[config.mk]
export PLATFORM = sky130hd
export DESIGN_NAME = frame_bank_sched
export DESIGN_NICKNAME = d
export VERILOG_FILES = /design/src/rtl/frame_pkg.sv /design/src/rtl/valid_delay.sv /design/src/rtl/frame_bank_sched.sv
export SDC_FILE = /design/constraint.sdc
export NUM_CORES = 1
export LEC_CHECK = 0
export CORE_MARGIN = 3
export CORE_UTILIZATION = 59
export DETAILED_ROUTE_END_ITERATION = 6
export PLACE_DENSITY = 0.95
export SLEW_MARGIN = 25
export SYNTH_ARGS = -nofsm -noshare
export SYNTH_HDL_FRONTEND = slang
export SYNTH_HIERARCHICAL = 1
export SYNTH_SLANG_ARGS = --single-unit
[constraint.sdc]
create_clock -name clk -period 3.1 [get_ports clk]
set_input_delay 0.775 -clock clk [delete_from_list [all_inputs] [get_ports clk]]
set_output_delay 0.775 -clock clk [all_outputs]
set_load 0.01 [all_outputs]
[src/rtl/frame_pkg.sv]
// Shared types and default sizing for the orbit-frame bank sequencer.
package frame_pkg;

    typedef enum logic [2:0] {
        S_IDLE,
        S_SWAP,
        S_GUARD,
        S_READ,
        S_DRAIN
    } fbs_state_t;

    localparam int FRAME_LEN_D = 2048;
    localparam int RD_LAT_D    = 2;
    localparam int GUARD_D     = 2;

endpackage

[src/rtl/valid_delay.sv]
// Fixed-depth shift register aligning read-side flags with frame-buffer data.
module valid_delay #(
    parameter int W     = 2,
    parameter int DEPTH = 2
) (
    input  logic         clk,
    input  logic         rst_n,
    input  logic [W-1:0] d_i,
    output logic [W-1:0] q_o
);

    logic [DEPTH-1:0][W-1:0] pipe_q;

    always_ff @(posedge clk or negedge rst_n) begin
        if (!rst_n) begin
            pipe_q <= '0;
        end else begin
            pipe_q[0] <= d_i;
            for (int i = 1; i < DEPTH; i++) pipe_q[i] <= pipe_q[i-1];
        end
    end

    assign q_o = pipe_q[DEPTH-1];

endmodule

[src/rtl/frame_bank_sched.sv]
// Ping-pong bank sequencer: swaps SW at frame boundaries and streams the read
// bank to the serializer under txReady, flagging overrun/underrun.
module frame_bank_sched
    import frame_pkg::*;
#(
    parameter int FRAME_LEN = FRAME_LEN_D,
    parameter int ADDR_W    = 11,
    parameter int RD_LAT    = RD_LAT_D,
    parameter int GUARD     = GUARD_D
) (
    input  logic              clk,
    input  logic              rst,
    input  logic              wrDone,
    input  logic              anyWE,
    input  logic              txReady,
    output logic              SW,
    output logic              RE,
    output logic [ADDR_W-1:0] rAddr,
    output logic              rdValid,
    output logic              frameEnd,
    output logic              overrun,
    output logic              underrun,
    output logic [15:0]       frameCnt
);

    localparam logic [ADDR_W-1:0] LAST_ADDR = ADDR_W'(FRAME_LEN - 1);

    fbs_state_t        state_q;
    logic              pending_q, sw_q, re_q, ovr_q, und_q;
    logic [ADDR_W-1:0] raddr_q, nxt_q;
    logic [7:0]        cnt_q;
    logic [15:0]       fcnt_q;
    logic              last_rd;
    logic [1:0]        vd_q;

    assign last_rd = re_q && (raddr_q == LAST_ADDR);

    always_ff @(posedge clk or negedge rst) begin
        if (!rst) begin
            state_q   <= S_IDLE;
            pending_q <= 1'b0;
            sw_q      <= 1'b0;
            re_q      <= 1'b0;
            ovr_q     <= 1'b0;
            und_q     <= 1'b0;
            raddr_q   <= '0;
            nxt_q     <= '0;
            cnt_q     <= '0;
            fcnt_q    <= '0;
        end else begin
            ovr_q <= wrDone && pending_q;
            und_q <= 1'b0;
            if (wrDone) pending_q <= 1'b1;

            case (state_q)
                S_IDLE: begin
                    // A wrDone landing on the swap edge belongs to the next frame
                    if (pending_q && !anyWE) begin
                        state_q <= S_SWAP;
                        if (!wrDone) pending_q <= 1'b0;
                    end
                end
                S_SWAP: begin
                    sw_q    <= ~sw_q;
                    fcnt_q  <= fcnt_q + 16'd1;
                    cnt_q   <= '0;
                    state_q <= S_GUARD;
                end
                S_GUARD: begin
                    if (cnt_q == 8'(GUARD - 1)) begin
                        state_q <= S_READ;
                        re_q    <= txReady;
                        raddr_q <= '0;
                        nxt_q   <= ADDR_W'(txReady);
                    end else begin
                        cnt_q <= cnt_q + 8'd1;
                    end
                end
                S_READ: begin
                    // nxt_q tracks the next address so stalls never re-issue a word
                    if (last_rd) begin
                        re_q    <= 1'b0;
                        cnt_q   <= '0;
                        state_q <= S_DRAIN;
                    end else if (txReady) begin
                        re_q    <= 1'b1;
                        raddr_q <= nxt_q;
                        nxt_q   <= nxt_q + ADDR_W'(1);
                    end else begin
                        re_q <= 1'b0;
                    end
                end
                S_DRAIN: begin
                    if (cnt_q == 8'(RD_LAT - 1)) begin
                        state_q <= S_IDLE;
                        und_q   <= !pending_q;
                    end else begin
                        cnt_q <= cnt_q + 8'd1;
                    end
                end
                default: state_q <= S_IDLE;
            endcase
        end
    end

    valid_delay #(.W(2), .DEPTH(RD_LAT)) u_vdly (
        .clk   (clk),
        .rst_n (rst),
        .d_i   ({re_q, last_rd}),
        .q_o   (vd_q)
    );

    assign SW       = sw_q;
    assign RE       = re_q;
    assign rAddr    = raddr_q;
    assign rdValid  = vd_q[1];
    assign frameEnd = vd_q[0];
    assign overrun  = ovr_q;
    assign underrun = und_q;
    assign frameCnt = fcnt_q;

endmodule

==> results of run 1 <==
==> flip-flops by register name, indices dropped and copies added (netlist names) <==
name	count
pending_q	1
SW	1
rAddr	11
frameCnt	16
u_vdly/q_o	2
cnt_q	8
RE	1
overrun	1
underrun	1
nxt_q	11
u_vdly/pipe_q	2
state_q	3
==> worst max path at each step <==
stage,cells after the start,from,slack (ns),to
finish,1,frameCnt[3],0.89,frameCnt[3]
global route,4,state_q[0],0.81,rAddr[6]
CTS,1,frameCnt[3],0.88,frameCnt[3]
detailed placement,4,txReady,0.72,rAddr[5]
global placement,4,txReady,0.81,rAddr[6]
floorplan,7,cnt_q[1],1.37,nxt_q[3]
==> area by class of cell <==
type | count | area (µm²) | area share [%]
sequential | 58 | 1451 | 41.89
multi-input combinational | 174 | 1276 | 36.84
timing repair buffer | 39 | 382.9 | 11.05
clock buffer | 10 | 127.6 | 3.684
clock inverter | 6 | 105.1 | 3.034
tap | 52 | 65.06 | 1.878
inverter | 15 | 56.30 | 1.625
==> per-layer routing <==
metal	vias to the layer above	track usage [%]	share of wire [%]
met4	0	13.01	1.7
li1	1014	-	-
met1	1108	32.00	43
met3	17	6.596	6.7
met2	96	38.26	48
met5	-	0	0
==> power groups by stage <==
stage          clock network, mW  logic, mW  registers [mW]
6_report                   0.834      0.837            1.13
5_1_grt                    0.872      0.919            1.15
4_1_cts                    0.839      0.841            1.12
3_5_place_dp                   0      0.827            1.13
3_3_place_gp                   0      0.777            1.12
2_1_floorplan                  0      0.591            1.07
==> synth_stat cells (5+ instances only) <==
cell,number,area (µm²)
sky130_fd_sc_hd__nand4_1,10,62.56
sky130_fd_sc_hd__nand3_1,7,35.03
sky130_fd_sc_hd__xnor2_1,10,87.58
sky130_fd_sc_hd__dfrtp_1,58,1451
sky130_fd_sc_hd__buf_4,5,37.54
sky130_fd_sc_hd__o21ai_0,5,25.02
sky130_fd_sc_hd__mux2i_1,12,120.1
sky130_fd_sc_hd__and3_1,14,87.58
sky130_fd_sc_hd__nor3_1,14,70.07
sky130_fd_sc_hd__xor2_1,8,70.07
sky130_fd_sc_hd__inv_1,15,56.30
sky130_fd_sc_hd__nor2_1,7,26.28
sky130_fd_sc_hd__a221o_1,8,80.08
sky130_fd_sc_hd__nand2_1,22,82.58
==> per-stage QoR <==
step                      hold slack (ns)  util [%]
after CTS                          0.3509     76.86
after global routing               0.3517     76.92
after global placement             0.3347     71.69
final                              0.3485     76.92
after floorplan                    0.3312         -
after detailed placement           0.3365     71.69
==> kinds of logic after synthesis <==
group / share of synthesized area, %
adders and majority gates: 1.750
DFF: 50.74
and+or+nand+nor: 20.87
xor gates and xnor gates: 5.512
buffers and inverters: 4.637
muxes: 4.593
AOI/OAI and AO/OA: 11.90
==> placed cells by master, fill, tap and decap left out, types with 8 or more instances in the layout <==
| cell type | instances |
|---|---|
| sky130_fd_sc_hd__a221o_1 | 8 |
| sky130_fd_sc_hd__and3_1 | 14 |
| sky130_fd_sc_hd__clkbuf_8 | 9 |
| sky130_fd_sc_hd__clkdlybuf4s50_1 | 36 |
| sky130_fd_sc_hd__dfrtp_1 | 58 |
| sky130_fd_sc_hd__inv_1 | 15 |
| sky130_fd_sc_hd__mux2i_1 | 12 |
| sky130_fd_sc_hd__nand2_1 | 22 |
| sky130_fd_sc_hd__nand4_1 | 10 |
| sky130_fd_sc_hd__nor3_1 | 14 |
| sky130_fd_sc_hd__xnor2_1 | 10 |
| sky130_fd_sc_hd__xor2_1 | 8 |
==> results_tabular.tex, run 1 <==
\begin{tabular}{lr}
\hline
Metric & Value \\
\hline
\multicolumn{2}{l}{\textbf{Run status}} \\
Run status & finished clean \\
\multicolumn{2}{l}{\textbf{Pwr}} \\
Power density cells & $\sim$800 mW/mm² \\
Peak ir drop on the vdd network & between 0.4 and 0.5 mV \\
Combinational power share & 29.9\% \\
Fraction of power spent switching nets & approximately 35\% \\
Share of power burned in the clock network & between 20 and 30\% \\
Flop pwr share & about 40\% \\
Static power due to leakage & about 1.6 nW \\
Psw & $\sim$0.97 mW \\
Total power draw & 2.798 mW \\
Internal power & 1.831 mW \\
\multicolumn{2}{l}{\textbf{GRT}} \\
Number of antenna violations at the first check in global routing & 0 \\
Overflow left after global routing & 0 \\
Pin count of the biggest net entering global routing & 47 \\
First-pass GRT wire length & between 10 and 15 mm \\
Total global-route track usage & between 20\% and 30\% \\
Via count of the first global-routing pass & approximately 2200 \\
\multicolumn{2}{l}{\textbf{Timing}} \\
Final sum of negative setup slack & 0 ns \\
Setup clock skew after layout & roughly 0.0096 ns \\
Final setup violation count & 0 \\
Final min period & roughly 2.2 ns \\
Final cycle utilization of the critical path & 71.28\% \\
Final count of pins violating max slew & 0 \\
Headroom to the max-slew limit & roughly 59\% \\
Maximum achievable frequency & 452.5 MHz \\
Final Hold Viols & 0 \\
Transition time at the pin with the least slew margin & 0.6113 ns \\
Setup repair after global routing missed its margin & no \\
Setup WS post-layout & 0.8902 ns \\
\multicolumn{2}{l}{\textbf{Synthesis}} \\
Yosys warning count & 6 \\
Syn Std Cell Area & around 0.0029 mm² \\
Mapped Cells & $\sim$260 \\
Post-synthesis area per instance & $\sim$11 µm² \\
Nets in the synthesized netlist & approximately 270 \\
Top\_reg\_cell synth & sky130\_fd\_sc\_hd\_\_dfrtp\_1 \\
Flop and latch count out of synthesis & 58 \\
Post-synth EDFFs & 0 \\
Count of cell types in the netlist & 57 \\
Sequential share of the synthesized area & between 50\% and 60\% \\
Fraction of registers with async set or reset after synthesis & 100.0\% \\
\multicolumn{2}{l}{\textbf{Setup path}} \\
Worst Path Arrival & about 1.4 ns \\
CP max stage delay & around 0.6 ns \\
Crit-path leading delay family & buffers and inverters \\
Number of cells on the worst reg-to-reg path & 6 \\
Setup slack of the most critical reg-to-reg path & between 0.9 and 1 ns \\
Element type at the critical path end & primary output \\
Capture point of the worst reg-to-reg path & nxt\_q[3] \\
Worst Path Class, Setup & flip-flop to primary output \\
Sequence of cells on the critical path & clkdlybuf4s50\_1 \\
Worst EP required & between 2 and 2.5 ns \\
Worst flop-to-flop path startpoint & cnt\_q[1] \\
Critical path startpoint category & flip-flop \\
Highest-delay cell along the critical path & sky130\_fd\_sc\_hd\_\_clkdlybuf4s50\_1 \\
Count of buffering cells on the critical path with inverters included & 1 \\
Critical path peak fanout & 7 \\
\multicolumn{2}{l}{\textbf{Drt}} \\
Violation count after the first detailed-routing iteration & around 200 \\
Detailed-routing iteration count for the pre-antenna-repair pass & 5 \\
WL final & $\sim$6.4 mm \\
Total number of vias & 2235 \\
Remaining antenna violation count & 0 \\
Post-DR vias/cell & approximately 6.3 \\
Remaining DRCs & 0 \\
Routed len/inst & around 18 µm \\
\multicolumn{2}{l}{\textbf{Clock network}} \\
Clock edge transition at the registers on the reported setup and hold paths & roughly 0.070 ns \\
Insertion delay to the later sink of the worst-skew pair & $\sim$0.34 ns \\
CTS resizes & 0 \\
H-tree level count & 3 \\
Total clock buffers created by CTS & 9 \\
Clock tree buffer depth & 2 \\
Hold\_buf cts & 0 \\
Post-CTS Repair Setup Buffers & 0 \\
TritonCTS clock tree & done \\
Library cell used as clock root buffer & sky130\_fd\_sc\_hd\_\_clkbuf\_8 \\
TritonCTS Sinks & 58 \\
\multicolumn{2}{l}{\textbf{Finish}} \\
Design area & around 0.0035 mm² \\
Count of inserted antenna diode cells & 0 \\
Count of non-filler cells in the finished layout & approximately 350 \\
Final net count & approximately 300 \\
Growth of design area from synthesis to finish & 21.13\% \\
Ratio of cells with drive above 1 in the final layout & $\sim$9.6\% \\
\# fillers & about 300 \\
\multicolumn{2}{l}{\textbf{Min path}} \\
Worst min-delay path startpoint & u\_vdly/pipe\_q[1] \\
Cell count of the worst hold path & 0 \\
Hold/Removal Path Class & flip-flop to flip-flop \\
WHS Endpoint & u\_vdly/q\_o[1] \\
\multicolumn{2}{l}{\textbf{Placement}} \\
Worst slack, placed & $\sim$0.72 ns \\
Instance area after placement & 0.003229 mm² \\
Placed cells & 338 \\
I/O Buffers & 37 \\
HPWL Detailed & around 4.2 mm \\
Global placement routability congestion & about 0.81 \\
\multicolumn{2}{l}{\textbf{Floorplanning}} \\
Initial core utilization & a little under two thirds \\
Ports placed on the boundary & 38 \\
Floorplan die height & 75.63 µm \\
Area of the die & around 0.0057 mm² \\
Core area & approximately 0.0045 mm² \\
Chip Width & 75.63 µm \\
Standard-cell rows & 24 \\
\multicolumn{2}{l}{\textbf{Run}} \\
Maxcap violations & 0 \\
\hline
\end{tabular}
Power figures use the tool's default switching activity.
==> run 2: changes to the inputs <==
- CORE_UTILIZATION: 59 -> 49
- PLACE_DENSITY: 0.95 -> 0.86
- clock period: 3.1 -> 1.9 ns (I/O delays scaled with it)
==> run 2 against run 1 <==
Effect of this change:
- sequential power rose by 56%
- non-clock buffer count grew 15
- worst setup slack got worse by 0.84 ns
- cell area rose by 3.5%
- utilization is 13 points lower
- combinational power increased by 90%
- via count down 0.22%
- clock power rose by 26%
- cell count grew 9.9%
- clock-buffer cell count up 4
- power increased by 57%
- sequential share of layout area decreased by 1.3 points
- critical path type is now flip-flop to flip-flop
- largest power group unchanged
- highest routed layer unchanged
==> results_tabular.tex, run 2 (same netlist as run 1, synthesis figures left out) <==
\begin{tabular}{lr}
\hline
Metric & Value \\
\hline
\multicolumn{2}{l}{\textbf{Run status}} \\
Run status & finished clean \\
\multicolumn{2}{l}{\textbf{Finish}} \\
FF/Latch Area & $\sim$0.0015 mm² \\
Design area & 0.003585 mm² \\
Most common library cell in the layout ignoring fill and taps & sky130\_fd\_sc\_hd\_\_dfrtp\_1 \\
Final net count & between 300 and 400 \\
Count of inserted antenna diode cells & 0 \\
Ratio of cells with drive above 1 in the final layout & approximately 15\% \\
Area taken by multi-input logic gates & approximately 0.0013 mm² \\
Count of non-filler cells in the finished layout & about 390 \\
Max FFs per register & 16 \\
Growth of design area from synthesis to finish & 25.33\% \\
Most frequent cells in the layout & sky130\_fd\_sc\_hd\_\_dfrtp\_1, sky130\_fd\_sc\_hd\_\_clkdlybuf4s50\_1, sky130\_fd\_sc\_hd\_\_nand2\_1, sky130\_fd\_sc\_hd\_\_inv\_1, sky130\_fd\_sc\_hd\_\_buf\_4 \\
\# fillers & approximately 440 \\
\multicolumn{2}{l}{\textbf{Clock network}} \\
Library cell used as clock root buffer & sky130\_fd\_sc\_hd\_\_clkbuf\_8 \\
TritonCTS clock tree & done \\
Hold\_buf cts & 0 \\
H-tree level count & 3 \\
TritonCTS Sinks & slightly below 60 \\
Total clock buffers created by CTS & 9 \\
Clock edge transition at the registers on the reported setup and hold paths & about 0.060 ns \\
Clock tree buffer depth & 2 \\
Insertion delay to the later sink of the worst-skew pair & between 0.3 and 0.4 ns \\
\multicolumn{2}{l}{\textbf{Timing}} \\
Setup repair after global routing missed its margin & no \\
Final min period & about 1.8 ns \\
Transition time at the pin with the least slew margin & between 0.3 and 0.4 ns \\
Final Hold Viols & 0 \\
Headroom to the max-slew limit & $\sim$76\% \\
Final cycle utilization of the critical path & between 90 and 100\% \\
Setup clock skew after layout & about 0.0024 ns \\
Final count of pins violating max slew & 0 \\
Maximum achievable frequency & approximately 540 MHz \\
Final setup violation count & 0 \\
\multicolumn{2}{l}{\textbf{Setup path}} \\
Sequence of cells on the critical path & nand4\_1 -> o31ai\_4 -> buf\_4 -> nor2\_4 -> buf\_12 -> a221o\_1 \\
Setup slack of the most critical reg-to-reg path & 0.05 ns \\
Worst flop-to-flop path startpoint & rAddr[8] \\
Element type at the critical path end & flip-flop \\
Worst Path Arrival & 2.06 ns \\
Capture point of the worst reg-to-reg path & nxt\_q[3] \\
Number of cells on the worst reg-to-reg path & 6 \\
Critical path startpoint category & flip-flop \\
Worst EP required & 2.12 ns \\
CP max stage delay & approximately 0.4 ns \\
Worst Path Class, Setup & flip-flop to flip-flop \\
Critical path peak fanout & 19 \\
Highest-delay cell along the critical path & sky130\_fd\_sc\_hd\_\_dfrtp\_1 \\
\multicolumn{2}{l}{\textbf{Floorplanning}} \\
Ports placed on the boundary & 38 \\
Core area & between 0.005 and 0.006 mm² \\
Initial core utilization & between 50\% and 60\% \\
Standard-cell rows & 27 \\
Floorplan die height & 82.40 µm \\
Chip Width & roughly 82 µm \\
Area of the die & a little under 0.007 mm² \\
\multicolumn{2}{l}{\textbf{Pwr}} \\
Fraction of power spent switching nets & between 30\% and 40\% \\
Total power draw & around 4.4 mW \\
Psw & roughly 1.5 mW \\
Share of power burned in the clock network & roughly a quarter \\
Static power due to leakage & 1.634 nW \\
Power density cells & between 1000 and 1500 mW/mm² \\
Internal power & 2.860 mW \\
Flop pwr share & between 40\% and 50\% \\
Combinational power share & 36.2\% \\
Peak ir drop on the vdd network & just over 0.7 mV \\
\multicolumn{2}{l}{\textbf{GRT}} \\
First-pass GRT wire length & around 11 mm \\
Total global-route track usage & about a fifth \\
Overflow left after global routing & 0 \\
Pin count of the biggest net entering global routing & 59 \\
Via count of the first global-routing pass & $\sim$2300 \\
Number of antenna violations at the first check in global routing & 0 \\
\multicolumn{2}{l}{\textbf{Placement}} \\
HPWL Detailed & 4.170 mm \\
Global placement routability congestion & $\sim$0.87 \\
Placed cells & 372 \\
I/O Buffers & 37 \\
Instance area after placement & between 0.003 and 0.004 mm² \\
\multicolumn{2}{l}{\textbf{Drt}} \\
Detailed-routing iteration count for the pre-antenna-repair pass & 4 \\
Remaining antenna violation count & 0 \\
Remaining DRCs & 0 \\
Routed met2 length & 2.875 mm \\
Violation count after the first detailed-routing iteration & around 190 \\
Total number of vias & $\sim$2200 \\
Total routed wire length on the met1 layer & around 2.8 mm \\
WL final & between 6 and 7 mm \\
Routed len/inst & approximately 16 µm \\
DR top layer & met4 \\
Metal3 WL & $\sim$300 µm \\
Post-DR vias/cell & 5.733 \\
\multicolumn{2}{l}{\textbf{Min path}} \\
Hold/Removal Path Class & input port to asynchronous set/reset pin \\
\multicolumn{2}{l}{\textbf{Run}} \\
Maxcap violations & 0 \\
\hline
\end{tabular}
run 2: what timing repair did:
| item | CTS | global route |
|---|---|---|
| resized for setup | 0 | 5 |
| hold endpoints to repair | 0 | 0 |
| setup endpoints to repair | 0 | 12 |
| setup buffers | 0 | 1 |
run 2: critical path: cells and delay by family, from the launching register on:
kind | cells | cell delay (ns)
compound gates | 2 | 0.66
flops | 1 | 0.39
simple gates | 2 | 0.34
buf+inv | 2 | 0.32
run 2: through the flow:
stage | hold WS, ns | TNS (ns) | worst slack (ns) | utilization (%)
floorplan | 0.1794 | 0 | 0.1674 | -
global placement | 0.3334 | 0 | 0.03812 | 60.72
detailed placement | 0.3356 | -0.004207 | -0.002218 | 60.72
CTS | 0.1355 | 0 | 0.01836 | 64.00
global route | 0.1437 | 0 | 0.006702 | 64.31
finish | 0.1354 | 0 | 0.05405 | 64.31
run 2: worst max path at each step:
stage	from	end	slack (ns)	cells past startpoint
3_5_place_dp	txReady	nxt_q[3]	-0.002	4
4_1_cts	cnt_q[1]	nxt_q[3]	0.02	6
5_1_grt	rAddr[8]	nxt_q[3]	0.007	6
3_3_place_gp	txReady	nxt_q[6]	0.04	4
2_1_floorplan	cnt_q[1]	nxt_q[4]	0.17	7
6_report	rAddr[8]	nxt_q[3]	0.05	6
run 2: area by class of cell:
class | instances | area share, %
Sequential cell | 58 | 40.56
Multi-Input combinational cell | 174 | 35.81
Timing Repair Buffer | 54 | 14.45
Clock buffer | 14 | 4.817
Tap cell | 72 | 2.513
Inverter | 15 | 1.571
Clock inverter | 2 | 0.2792
run 2: power by group through the flow:
stage / registers [mW] / clock network [mW] / logic (mW)
after CTS: 1.76 / 1.07 / 1.58
after global routing: 1.81 / 1.13 / 1.75
after global placement: 1.77 / 0 / 1.51
after floorplan: 1.75 / 0 / 0.964
final: 1.76 / 1.05 / 1.59
after detailed placement: 1.78 / 0 / 1.57
run 2: metal layers:
layer	global-route usage [%]	up-vias
met5	0	-
met4	9.302	0
met3	7.158	11
met2	31.33	65
met1	27.22	1104
li1	-	1050
